<file path="src/rtl/yacc_result_collector.sv">
// Result collector for the YACC cache access stream: saturating performance
// counters, per-window hit reporting and a snapshot bank read through a small handshake.
module yacc_result_collector #(
  parameter int CNT_W  = 32,
  parameter int SIZE_W = 3,
  parameter int WINDOW = 1024
) (
  input  logic              clock,
  input  logic              reset_n,
  input  logic              res_valid,
  input  logic              res_hit,
  input  logic              res_evict,
  input  logic [SIZE_W-1:0] res_size,
  input  logic              clear,
  input  logic              snap,
  input  logic              rd_req,
  input  logic [2:0]        rd_sel,
  output logic              rd_ack,
  output logic [CNT_W-1:0]  rd_data,
  output logic              win_done,
  output logic [CNT_W-1:0]  win_hits,
  output logic              busy
);

  localparam logic [CNT_W-1:0] CNT_MAX  = '1;
  localparam logic [CNT_W-1:0] WIN_LAST = CNT_W'(WINDOW - 1);

  localparam logic [1:0] IDLE = 2'd0;
  localparam logic [1:0] READ = 2'd1;
  localparam logic [1:0] ACK  = 2'd2;

  logic [CNT_W-1:0] acc_cnt, hit_cnt, miss_cnt, evict_cnt, size_sum;
  logic [CNT_W-1:0] win_cnt, win_hit_acc;
  logic [CNT_W-1:0] bank [6];
  logic [1:0]       state;
  logic [2:0]       rd_sel_p0;
  logic [CNT_W-1:0] rd_word_p0;

  function automatic logic [CNT_W-1:0] sat_inc(input logic [CNT_W-1:0] v);
    return (v == CNT_MAX) ? v : v + 1'b1;
  endfunction

  function automatic logic [CNT_W-1:0] sat_add(input logic [CNT_W-1:0] v,
                                               input logic [SIZE_W-1:0] s);
    logic [CNT_W:0] sum;
    sum = {1'b0, v} + (CNT_W+1)'(s);
    return sum[CNT_W] ? CNT_MAX : sum[CNT_W-1:0];
  endfunction

  // Live counters and window tracking; clear wins over a same-cycle access.
  always_ff @(posedge clock or negedge reset_n) begin
    if (!reset_n) begin
      acc_cnt     <= '0;
      hit_cnt     <= '0;
      miss_cnt    <= '0;
      evict_cnt   <= '0;
      size_sum    <= '0;
      win_cnt     <= '0;
      win_hit_acc <= '0;
      win_hits    <= '0;
      win_done    <= 1'b0;
    end else if (clear) begin
      acc_cnt     <= '0;
      hit_cnt     <= '0;
      miss_cnt    <= '0;
      evict_cnt   <= '0;
      size_sum    <= '0;
      win_cnt     <= '0;
      win_hit_acc <= '0;
      win_hits    <= '0;
      win_done    <= 1'b0;
    end else begin
      win_done <= 1'b0;
      if (res_valid) begin
        acc_cnt <= sat_inc(acc_cnt);
        if (res_hit) hit_cnt <= sat_inc(hit_cnt);
        else         miss_cnt <= sat_inc(miss_cnt);
        if (res_evict) evict_cnt <= sat_inc(evict_cnt);
        size_sum <= sat_add(size_sum, res_size);
        if (win_cnt == WIN_LAST) begin
          win_done    <= 1'b1;
          win_hits    <= win_hit_acc + CNT_W'(res_hit);
          win_cnt     <= '0;
          win_hit_acc <= '0;
        end else begin
          win_cnt     <= win_cnt + 1'b1;
          win_hit_acc <= win_hit_acc + CNT_W'(res_hit);
        end
      end
    end
  end

  // Snapshot bank samples register values, i.e. the state before this cycle's update.
  always_ff @(posedge clock or negedge reset_n) begin
    if (!reset_n) begin
      for (int i = 0; i < 6; i++) bank[i] <= '0;
    end else if (snap) begin
      bank[0] <= acc_cnt;
      bank[1] <= hit_cnt;
      bank[2] <= miss_cnt;
      bank[3] <= evict_cnt;
      bank[4] <= size_sum;
      bank[5] <= win_hits;
    end
  end

  always_comb begin
    rd_word_p0 = '0;
    case (rd_sel_p0)
      3'd0:    rd_word_p0 = bank[0];
      3'd1:    rd_word_p0 = bank[1];
      3'd2:    rd_word_p0 = bank[2];
      3'd3:    rd_word_p0 = bank[3];
      3'd4:    rd_word_p0 = bank[4];
      3'd5:    rd_word_p0 = bank[5];
      default: rd_word_p0 = '0;
    endcase
  end

  // Read handshake: latch select, fetch word, acknowledge for one cycle.
  always_ff @(posedge clock or negedge reset_n) begin
    if (!reset_n) begin
      state     <= IDLE;
      rd_sel_p0 <= '0;
      rd_data   <= '0;
      rd_ack    <= 1'b0;
      busy      <= 1'b0;
    end else begin
      case (state)
        IDLE: begin
          if (rd_req) begin
            rd_sel_p0 <= rd_sel;
            busy      <= 1'b1;
            state     <= READ;
          end
        end
        READ: begin
          rd_data <= rd_word_p0;
          rd_ack  <= 1'b1;
          state   <= ACK;
        end
        ACK: begin
          rd_ack <= 1'b0;
          busy   <= 1'b0;
          state  <= IDLE;
        end
        default: begin
          rd_ack <= 1'b0;
          busy   <= 1'b0;
          state  <= IDLE;
        end
      endcase
    end
  end

endmodule

</file>
<file path="config.mk">
export PLATFORM = sky130hd
export DESIGN_NAME = yacc_result_collector
export DESIGN_NICKNAME = d
export VERILOG_FILES = /design/src/rtl/yacc_result_collector.sv
export SDC_FILE = /design/constraint.sdc
export NUM_CORES = 1
export LEC_CHECK = 0
export BUFFER_PORTS_ARGS = -buffer_cell sky130_fd_sc_hd__buf_2
export CAP_MARGIN = 20
export CORE_MARGIN = 4
export CORE_UTILIZATION = 45
export CTS_BUF_LIST = sky130_fd_sc_hd__clkbuf_4 sky130_fd_sc_hd__clkbuf_8 sky130_fd_sc_hd__clkbuf_16
export CTS_CLUSTER_SIZE = 10
export DETAILED_ROUTE_END_ITERATION = 8
export RECOVER_POWER = 50
export SLEW_MARGIN = 10
export SYNTH_ARGS = -nofsm -noshare
export SYNTH_HDL_FRONTEND = slang
export SYNTH_SLANG_ARGS = --single-unit
</file>
<file path="constraint.sdc">
create_clock -name clock -period 6.55 [get_ports clock]
set_input_delay 0.655 -clock clock [delete_from_list [all_inputs] [get_ports clock]]
set_output_delay 0.655 -clock clock [all_outputs]
set_load 0.01 [all_outputs]
</file>
== Yosys cells after proc, flatten, opt, wreduce, memory -nomap -nowiden ==
Index checks and enable logic that the tools add are counted.

* Add/subtract/negate cells: 7
* Multiply operators: 0
* Divide/modulo/power cells: 0
* $lt $le $gt $ge: 0
* Equal/unequal tests: 17
* Shift operators: 0
* Mux-type cells: 36
* Bitwise operators: 1
* Reductions and logical operators: 13

{| class="wikitable"
|+ Operators with widths
! kind !! number
|-
| 32-bit two-way mux || 27
|-
| 32-bit case mux with 6 select lines || 1
|-
| 32-bit by 1-bit adder with 32-bit output, second input constant || 5
|-
| 32-bit == test, second input constant || 4
|-
| 32-bit by 3-bit adder with 33-bit output || 1
|-
| 32-bit by 1-bit adder with 32-bit output || 1
|-
| 32-bit by 10-bit == test with 1-bit output, second input constant || 1
|-
| 2-bit inequality test, second input constant || 5
|-
| 3-bit AND reduction || 3
|-
| 2-bit AND reduction || 4
|-
| 2-bit nonzero test || 4
|-
| 3-bit by 2-bit == test with 1-bit output, second input constant || 2
|-
| 3-bit == test, second input constant || 2
|-
| 1-bit two-way mux || 4
|-
| 1-bit case mux with 2 select lines || 2
|-
| 2-bit case mux with 2 select lines || 1
|-
| 3-bit by 1-bit == test with 1-bit output, second input constant || 1
|-
| 3-bit logical NOT || 1
|-
| 2-bit by 1-bit == test with 1-bit output, second input constant || 1
|-
| 2-bit logical NOT || 1
|-
| 2-bit two-way mux || 1
|-
| 2-bit by 1-bit inequality test with 1-bit output, second input constant || 1
|-
| 1-bit inverter || 1
|}

* Bits in registers: 488
* Bits in latches: 0
* Memory bits (writable): 0
* ROM bits: 0
* Input port bits: 14
* Logic and storage cells: 94
* Memories: 0

== Longest topological paths before layout ==
Gate-level depths: netlist of the first run.

* Word-level depth: 5
* Mapped depth: 8
* Mapped depth without buffers: 7

== Worst setup path after synthesis of the first run ==
No wires, ideal clock.

* Path kind: in2reg
* Start: input port res_size[0]
* End: register size_sum[2]
* Library setup time: 145 ps
* Arrival: 2256 ps
* Data required time: 6405 ps
* Slack: 4149 ps
* Stages: 7
* Buffers on the path: 1
* Path through: ha_1 > fa_1 > a21o_1 > nor2b_1 > nand4_1 > clkbuf_1 > a311oi_1

* Word-level cells in the longest chain between the ends: 4

{| class="wikitable"
|+ Ends and longest elaborated chain
! element !! RTL line !! source
|-
| from (decl) || 13 || <nowiki>input logic [SIZE_W-1:0] res_size,</nowiki>
|-
| 32-bit by 3-bit adder with 33-bit output || 46 || <nowiki>sum = {1'b0, v} + (CNT_W+1)'(s);</nowiki>
|-
| 32-bit two-way mux || 47 || <nowiki>return sum[CNT_W] ? CNT_MAX : sum[CNT_W-1:0];</nowiki>
|-
| 32-bit two-way mux || 74 || <nowiki>if (res_valid) begin</nowiki>
|-
| 32-bit two-way mux || 62 || <nowiki>end else if (clear) begin</nowiki>
|-
| to (signal assigned) || 79 || <nowiki>size_sum <= sat_add(size_sum, res_size);</nowiki>
|-
| to (decl) || 32 || <nowiki>logic [CNT_W-1:0] acc_cnt, hit_cnt, miss_cnt, evict_cnt, size_sum;</nowiki>
|}

Every way passes these cells. The select of a mux whose other input is x is not followed.
A chain may end at the register's enable or synchronous reset.

== Final worst setup path of the first run ==
* Start: register size_sum[0]
* End: register size_sum[23]

* Word-level cells in the longest chain between the ends: 4

{| class="wikitable"
|+ Ends and longest elaborated chain
! element !! RTL line
|-
| 32-bit by 3-bit adder with 33-bit output || 46
|-
| 32-bit two-way mux || 47
|-
| 32-bit two-way mux || 74
|-
| 32-bit two-way mux || 62
|}

Every way passes these cells. The select of a mux whose other input is x is not followed.

==> impl_results.md, run 1 <==
- Post-synth top cells: dfrtp_1 (488), mux2_2 (233), a21oi_1 (167)
- Mapped Area: 24310 µm²
- Vias per cell: 6.167
- Slew Viols, Final: 0
- Initial DRC Count: 1589
- DR pass1 iterations: 8
- LEAKAGE: 11.58 nW
- Ant diodes: 0
- Ys flop type: dfrtp_1
- Critical path launch point type: flip-flop
- Area grow syn2layout: 10.76%
- Post-route ant nets: 0
- Synth top area share: 0.5022
- Worst hold path type: in -> async
- Tcrit/Tclk final: 0.4577
- Reg with most FFs: bank
- Routed WL per cell: 22.27 µm
- # nets final: 2354
- Final setup violation count: 0
- Pre-CTS WS: 3.160 ns
- Post-synth cell types: 83
- Clk Latency, worst-skew pair: 0.61 ns
- Die Y: 240.5 µm
- Vias in the first global route: 18160
- Max Cap Viol: 0
- Multi-input gate area: 11380 µm²
- CTS tree: built
- Mean area per synthesized cell: 10.53 µm²
- Filler instances: 4723
- EDFF count, synth: 0
- Clock root cell: clkbuf_16
- R2r setup slk: 3.55 ns
- Syn nets: 2333
- #FFs+latches synth: 488
- Kind of critical path: reg -> reg
- Relative slew slack: 0.2859
- Worst Path Max Fanout: 17
- Seq/Total Area, Yosys: 0.5022
- Layout cells sized above 1: 0.1872
- Critical Path RT: 7.08 ns
- Reg2reg end: size_sum[23]
- Core area: 53080 µm²
- Worst setup EP type: flip-flop
- Reg area: 12210 µm²
- Initial antenna violation count: 1
- WP data arrival: 3.52 ns
- PwrDens: 245.6 nW/µm²
- Slew @ Worst Pin: 1.063 ns
- Clk_skew: 0.01853 ns
- Worst r2r path cells: 7
- Final Hold Viols: 0
- IO Count: 81
- GRT Total Usage: 0.2342
- Starting density of the core: 0.4581
- Pwr Total: 6.613 mW
- Status: complete, no violations
- Vias: 18740
- Mapped Cells: 2308
- Worst setup margin: 3.552 ns
- Worst-path clk slew: 0.06 ns
- Row count: 84
- Hold_buf cts: 0
- GR Overflow Total: 0
- H-tree Lvls: 2
- Pin count of the biggest net entering global routing: 163
- Clock sinks: 488
- Post-cts sizing count: 0
- First-pass GRT wire length: 107000 µm
- Post-route minimum period: 2.998 ns
- Die Wd: 240.5 µm
- Setup bufs post-CTS: 0
- Final setup TNS: 0 ns
- Worst VDD drop: 188.7 µV
- Synth area leaders: dfrtp_1 (50%), mux2_2 (11%), a21oi_1 (3.4%), nor2_1 (2.4%), nand2_1 (2.1%)
- Final Routed Wirelength: 67670 µm
- RSZ-0062 raised after global routing: no
- # DRC: 0
- CP Launch Point: size_sum[0]
- Max clock buf depth: 3
- Post-synth top area cell: dfrtp_1
- Dpl hpwl: 46780 µm
- GPL Wtd Cong: 0.8803
- Placed Instances: 2954
- Num CTS Buffers: 56
- Critical path capture point: size_sum[23]
- Top-count cell post-synth: dfrtp_1
- Finished Layout Cells: 3038
- Critical R2R Launch: size_sum[0]
- Post-synth ARST share: 1.000
- Die area: 57820 µm²
- Largest register FFs: 192
- F_max: 0.3336 GHz
- Synth warn: 0
- IO buf count: 80
## logic make-up after synthesis
family | after synthesis | synth area share
compound gates | 492 | 0.1273
xor+xnor | 65 | 0.02341
fa+ha+maj | 11 | 0.005969
buf+inv | 188 | 0.03124
flops | 488 | 0.5022
mux | 289 | 0.1353
simple gates | 775 | 0.1745
## critical path: stages (launching register included)
cell and delay (ns):
dfrtp_1 0.39, ha_1 0.22, fa_1 0.24, a21o_1 0.21, nor2b_1 0.41, nand4_1 0.77, and4_1 0.52, nor3_1 0.16
## where the power goes
part	total [mW]	switching, mW	internal (mW)	leakage (nW)
clock	2.89	1.20	1.69	0.824
combinational	0.580	0.403	0.177	4.00
sequential	3.14	0.0604	3.08	6.76
## per-stage QoR
stage / hold WS [ns] / utilization / cell area, µm²
2_1_floorplan: 0.3594 / - / 24310
3_3_place_gp: 0.4425 / 0.4758 / 25250
3_5_place_dp: 0.4663 / 0.4758 / 25250
4_1_cts: 0.1563 / 0.5067 / 26890
5_1_grt: 0.1725 / 0.5074 / 26930
6_report: 0.09816 / 0.5074 / 26930
## cell usage in the layout (no fill, tap or decap), drive strengths merged, types with 9 or more instances in the layout
master / count
dfrtp: 488
mux2: 242
a21oi: 167
nor2: 156
nand2: 133
o21ai: 105
clkbuf: 100
nand3: 89
buf: 89
nand4: 66
or3: 54
o31ai: 53
or4: 50
nor4: 41
mux2i: 40
inv: 39
xnor2: 39
and3: 38
nor3: 36
a31oi: 33
xor2: 26
nor2b: 26
and4: 25
a211oi: 25
a22oi: 17
o21a: 13
and2: 12
nand2b: 11
ha: 10
a21o: 9
## per-layer routing
layer	share of wire	track usage	vias to the layer above
met5	0	0	-
met4	0.024	0.06208	0
met3	0.056	0.03269	95
met2	0.47	0.3805	563
met1	0.45	0.3327	9468
li1	-	-	8610
## final cells by class
cell class,count,area share
sequential,488,0.4535
multi-input combinational,1632,0.4226
clock buffer,78,0.06040
tap,688,0.03196
timing repair buffer,111,0.02532
inverter,40,0.005575
clock inverter,1,0.0006040
## worst min path at each step
stage	start	to	slack [ns]	cells after the start
final	reset_n	evict_cnt[4]	0.1	1
after floorplan	reset_n	acc_cnt[0]	0.36	0
after detailed placement	rd_data[29]	rd_data[29]	0.47	2
after global routing	reset_n	evict_cnt[6]	0.17	1
after global placement	state[1]	rd_ack	0.44	1
after CTS	reset_n	evict_cnt[4]	0.16	1
No activity file was read; power rests on OpenSTA's default activity.
==> inputs of run 2 (changes only) <==
ABC_AREA = 1   (was not set)
clock period = 2.45 ns   (was 6.55 ns; I/O delays follow)
==> run 2 against run 1 <==
  * Wire length is 27% higher
  * Non-clock buffer count grew 50
  * Critical path type unchanged
  * Global-route usage is 3.6 points higher
  * The flow now finishes with violations (capacitance limit, slew limit)
  * Design area up 10%
  * Fmax up 33%
  * Clock skew is 0.0013 ns higher
  * Count of clock-buffer cells in the layout rose by 3
==> impl_results.md, run 2 <==
- Worst setup EP type: flip-flop
- Post-synth ARST share: 1.000
- Row count: 88
- Critical-path cell list: ha_1 -> fa_1 -> nand2_1 -> a21oi_1 -> nand2_2 -> nor2_4 -> nand3_2 -> nand2_1 -> nand2_1 -> nand2_1
- H-tree Lvls: 2
- Seq/Total Area, Yosys: 0.4633
- Synth warn: 0
- Worst VDD drop: 516.0 µV
- Critical Path RT: 3.01 ns
- Routed WL per cell: 18.68 µm
- IO Count: 81
- DR pass1 iterations: 6
- Clk_skew: 0.01978 ns
- # DRC: 0
- Pre-CTS WS: 0.2491 ns
- #FFs+latches synth: 488
- Critical path launch point type: flip-flop
- Worst hold path type: in -> reg
- Tcrit/Tclk final: 0.9175
- Post-route ant nets: 0
- Post-DP Area: 27850 µm²
- RSZ-0062 raised after global routing: no
- EDFF count, synth: 0
- Initial DRC Count: 2384
- Die Wd: 250.0 µm
- Initial antenna violation count: 0
- Vias in the first global route: 22270
- IO buf count: 80
- Crit-path slowest cell: dfrtp_1
- Mean area per synthesized cell: 7.126 µm²
- Die Y: 250.0 µm
- Slew Viols, Final: 45
- Post-route minimum period: 2.248 ns
- Die area: 62510 µm²
- Kind of critical path: reg -> reg
- Final Hold Viols: 0
- Area grow syn2layout: 12.37%
- Commonest non-fill, non-tap cell in the layout: nand2_1
- Ant diodes: 0
- PwrDens: 641.7 nW/µm²
- Relative slew slack: -0.09296
- Commonest cells after routing, fill and taps aside: nand2_1 (1250), nor2_1 (496), dfrtp_1 (488), inv_1 (383), o21ai_0 (294)
- Post-synth cell types: 36
- Final setup violation count: 0
- Clock Power Share: 0.435
- Worst Path Max Fanout: 13
- Vias per cell: 5.269
- Clk Latency, worst-skew pair: 0.63 ns
- Mapped Area: 26360 µm²
- # nets final: 3818
- Worst setup margin: 0.2021 ns
- Sw frac: 0.2684
- Post-synth top area cell: dfrtp_1
- Max Cap Viol: 1
- Critical R2R Launch: size_sum[0]
- Synth top area share: 0.4633
- GPL Wtd Cong: 0.9621
- Crit path largest cell delay: 0.38 ns
- Final setup TNS: 0 ns
- Mapped Cells: 3699
- Failing checks: capacitance limit, slew limit
- LEAKAGE: 13.09 nW
- CP Launch Point: size_sum[0]
- Core area: 57810 µm²
- Clock sinks: 488
- Slew @ Worst Pin: 1.639 ns
- Syn nets: 3724
- Vias: 24150
- Dpl hpwl: 63740 µm
- Clock root cell: clkbuf_16
- First-pass GRT wire length: 133300 µm
- Max clock buf depth: 3
- CTS tree: built
- Hold Startpoint: res_size[1]
- Worst-path clk slew: 0.06 ns
- Final Routed Wirelength: 85600 µm
- Top-count cell post-synth: nand2_1
- Status: complete, but fails checks
- Pint: 13.90 mW
- F_max: 0.4449 GHz
- GR Overflow Total: 0
- GRT Total Usage: 0.2700
- Crit path top cell by count: nand2_1
- Ys flop type: dfrtp_1
- Seq pwr share: 0.456
- Starting density of the core: 0.4560
- Pin count of the biggest net entering global routing: 89
- Logic pwr share: 0.109
- WP data arrival: 2.81 ns
- Layout cells sized above 1: 0.08015
- Largest register FFs: 192
- Design area: 29620 µm²
- Sw power: 5.101 mW
- Synth area leaders: dfrtp_1 (46%), nand2_1 (18%), nor2_1 (7.1%), o21ai_0 (5.6%), inv_1 (5.5%)
- Post-synth top cells: nand2_1 (1251), nor2_1 (497), dfrtp_1 (488)
- Reg with most FFs: bank
- Num CTS Buffers: 58
-- run 2: worst paths after layout --
kind / depth (start not counted) / slack, ns / endpoint
worst max-delay path: 10 / 0.20 / size_sum[17]
worst min-delay path: 6 / 0.1 / size_sum[1]
worst max register to register: 10 / 0.20 / size_sum[17]
worst min register to register: 2 / 0.49 / busy
max in group asynchronous: 3 / 0.31 / miss_cnt[17]
min in group asynchronous: 2 / 0.60 / win_cnt[18]
-- run 2: cells by family (layout without fill, tap and decap cells) --
family / Yosys count / count (layout) / share of synthesized area
AO/OA/AOI/OAI: 500 / 500 / 0.1012
XOR/XNOR: 55 / 55 / 0.01828
adder cells (fa/ha/maj): 11 / 11 / 0.005507
buffers and inverters: 516 / 634 / 0.07918
flip-flops: 488 / 488 / 0.4633
multiplexers: 14 / 14 / 0.005981
AND/OR/NAND/NOR: 2115 / 2116 / 0.3266
-- run 2: repair_timing --
item | in CTS | in global routing
resized for setup | 0 | 0
hold buffers | 7 | 0
setup buffers | 0 | 0
setup endpoints to repair | 0 | 2
hold endpoints to repair | 99 | 0
-- run 2: power groups by stage --
stage	Combinational (mW)	Clock (mW)	Sequential (mW)
2_1_floorplan	0.965	0	8.81
3_3_place_gp	2.05	0	8.80
3_5_place_dp	2.06	0	8.80
4_1_cts	2.08	8.44	8.66
5_1_grt	2.25	8.77	8.70
6_report	2.07	8.27	8.67
-- run 2: through the flow --
stage	hold WS [ns]	util	total power, mW	instances
floorplan	-0.05059	-	9.778	3699
global placement	0.2232	0.4818	10.85	4490
detailed placement	0.2220	0.4818	10.86	4490
CTS	0.07403	0.5137	19.18	4582
global route	0.1366	0.5124	19.72	4583
finish	0.09549	0.5124	19.00	4583
-- run 2: per-layer routing --
layer	share of wire	track usage	wire (µm)
met3	0.069	0.04283	5919
met4	0.034	0.08417	2944
met2	0.44	0.4090	37660
met1	0.46	0.3998	39080
met5	0	0	0
-- run 2: cell type report --
type | count | area [µm²]
sequential | 488 | 12210
clock buffer | 81 | 1733
inverter | 388 | 1459
fill | 5803 | 28190
multi-input combinational | 2696 | 12080
timing repair buffer | 161 | 1132
clock inverter | 4 | 45.04
tap | 765 | 957.2
-- run 2: critical path, delay by kind of cell (launching register included) --
kind / cells / cell delay [ns]
AND/OR/NAND/NOR: 7 / 1.09
adder cells (fa/ha/maj): 2 / 0.42
flip-flops: 1 / 0.38
AO/OA/AOI/OAI: 1 / 0.30
==> inputs of run 3 (changes only) <==
BUFFER_PORTS_ARGS = not set   (was -buffer_cell sky130_fd_sc_hd__buf_2)
DONT_BUFFER_PORTS = 1   (was not set)
==> run 3 against run 2 <==
  * Die area unchanged
  * Critical path depth up 1
  * Hold slack worse by 0.76 ns
  * Sequential power up 1%
  * Largest power group unchanged
  * The flow finishes with violations (hold timing, slew limit)
  * Critical endpoint is now win_hit_acc[14]
  * Utilization up 1.3 points
  * Register-to-register slack better by 0.08 ns
  * Total power down 2.2%
==> impl_results.md, run 3 (synthesis results as in run 2) <==
- Status: complete, but fails checks
- Failing checks: hold timing, slew limit
- Commonest non-fill, non-tap cell in the layout: nand2_1
- Vias: 24120
- Row count: 88
- Worst hold path type: in -> async
- Area grow syn2layout: 15.28%
- WP data arrival: 2.75 ns
- Post-DP Area: 27260 µm²
- # DRC: 0
- Initial antenna violation count: 2
- CP top delay family: simple AND/OR/NAND/NOR gates
- Worst VDD drop: 552.6 µV
- Core Util, Final: 0.5256
- Design area: 30380 µm²
- Final setup violation count: 0
- Crit-path slowest cell: dlygate4sd3_1
- Dpl hpwl: 61160 µm
- # nets final: 3849
- Critical Path RT: 2.95 ns
- Commonest cells after routing, fill and taps aside: nand2_1 (1250), nor2_1 (496), dfrtp_1 (488), inv_1 (382), o21ai_0 (294)
- Die area: 62510 µm²
- Pwr Total: 18.58 mW
- Kind of critical path: in -> reg
- Reg with most FFs: bank
- Setup bufs post-CTS: 0
- Worst hold margin: -0.6622 ns
- Final Routed Wirelength: 86580 µm
- Clk Latency, worst-skew pair: 0.62 ns
- H-tree Lvls: 2
- GRT Total Usage: 0.2729
- F_max: 0.4442 GHz
- Slew @ Worst Pin: 2.725 ns
- Crit path top cell by count: nand2_1
- GR Overflow Total: 0
- Layout cells sized above 1: 0.05843
- IO Count: 81
- Critical-path cell list: dlygate4sd3_1 -> ha_1 -> ha_1 -> nand2_1 -> nor2_2 -> nand2_1 -> nor2_1 -> xnor2_1 -> nor2_1 -> nand2_1 -> nand2_1
- Largest register FFs: 192
- Post-route ant nets: 0
- Routed WL per cell: 18.75 µm
- Pin count of the biggest net entering global routing: 489
- First-pass GRT wire length: 134400 µm
- Clock root cell: clkbuf_16
- Final setup TNS: 0 ns
- Filler instances: 5699
- Post-route minimum period: 2.251 ns
- Max clock buf depth: 3
- Initial DRC Count: 2345
- Relative slew slack: -0.8166
- Clock sinks: 488
- Final Hold Viols: 488
- Vias in the first global route: 22780
- Die Wd: 250.0 µm
- Worst setup EP type: flip-flop
- Die Y: 250.0 µm
- Hold_buf cts: 131
- Max Cap Viol: 0
- Clk_skew: 0.01686 ns
- Worst path bufs/invs: 1
- Vias per cell: 5.224
- GPL Wtd Cong: 0.9445
- Worst Path Max Fanout: 8
- Tcrit/Tclk final: 0.9188
- Crit path largest cell delay: 0.74 ns
- Slew Viols, Final: 420
- Core area: 57810 µm²
- CTS tree: built
- Worst-path clk slew: 0.06 ns
- Num CTS Buffers: 59
- Critical path launch point type: primary input
- RSZ-0062 raised after global routing: no
- PwrDens: 611.6 nW/µm²
- Starting density of the core: 0.4560
- DR pass1 iterations: 5
- IO buf count: 0
- LEAKAGE: 13.48 nW
==> run 3: what timing repair did <==
item	CTS	global route
setup endpoints to repair	0	14
hold endpoints to repair	738	488
gates resized for setup	0	1
==> run 3: stage by stage <==
step	setup slack (ns)	instances
after floorplan	0.6138	3699
after global placement	0.3433	4396
after detailed placement	0.2603	4396
final	0.1990	4617
after global routing	0.0009919	4616
after CTS	0.05002	4615
==> run 3: path summary, 6_finish.rpt <==
| path | slack (ns) | end | depth (start not counted) | from |
|---|---|---|---|---|
| max in group asynchronous | 0.96 | bank[13] | 0 | reset_n |
| max | 0.20 | win_hit_acc[14] | 11 | res_hit |
| min reg2reg | 0.51 | bank[102] | 1 | bank[102] |
| max reg2reg | 0.28 | win_hit_acc[14] | 10 | win_hit_acc[0] |
| min | -0.66 | win_cnt[18] | 0 | reset_n |
| min in group clock | 0.07 | miss_cnt[24] | 6 | res_valid |
==> run 3: worst register-to-register path, cell delays in order, from the launching register on <==
cell,delay (ns)
dfrtp_1,0.36
ha_1,0.32
ha_1,0.25
nand2_1,0.08
nor2_2,0.23
nand2_1,0.16
nor2_1,0.29
xnor2_1,0.17
nor2_1,0.07
nand2_1,0.09
nand2_1,0.05
==> run 3: power breakdown <==
| group | switching (mW) | internal (mW) |
|---|---|---|
| Clock | 3.38 | 4.82 |
| Combinational | 1.09 | 0.503 |
| Sequential | 0.391 | 8.40 |
==> run 3: cell type report <==
class                           count  area [µm²]  area share
Multi-Input combinational cell   2695       12070      0.3973
Tap cell                          765       957.2     0.03150
Clock inverter                      6       36.28    0.001194
Timing Repair Buffer              192        1917     0.06309
Inverter                          388        1459     0.04802
Sequential cell                   488       12210      0.4019
Clock buffer                       82        1728     0.05687
Antenna cell                        1       2.502  0.00008236
==> run 3: layer usage <==
layer | global-route usage | share of wire | wire, µm
met1 | 0.4001 | 0.46 | 39940
met2 | 0.4134 | 0.44 | 37780
met5 | 0 | 0 | 0
met4 | 0.09700 | 0.040 | 3459
met3 | 0.04189 | 0.062 | 5396
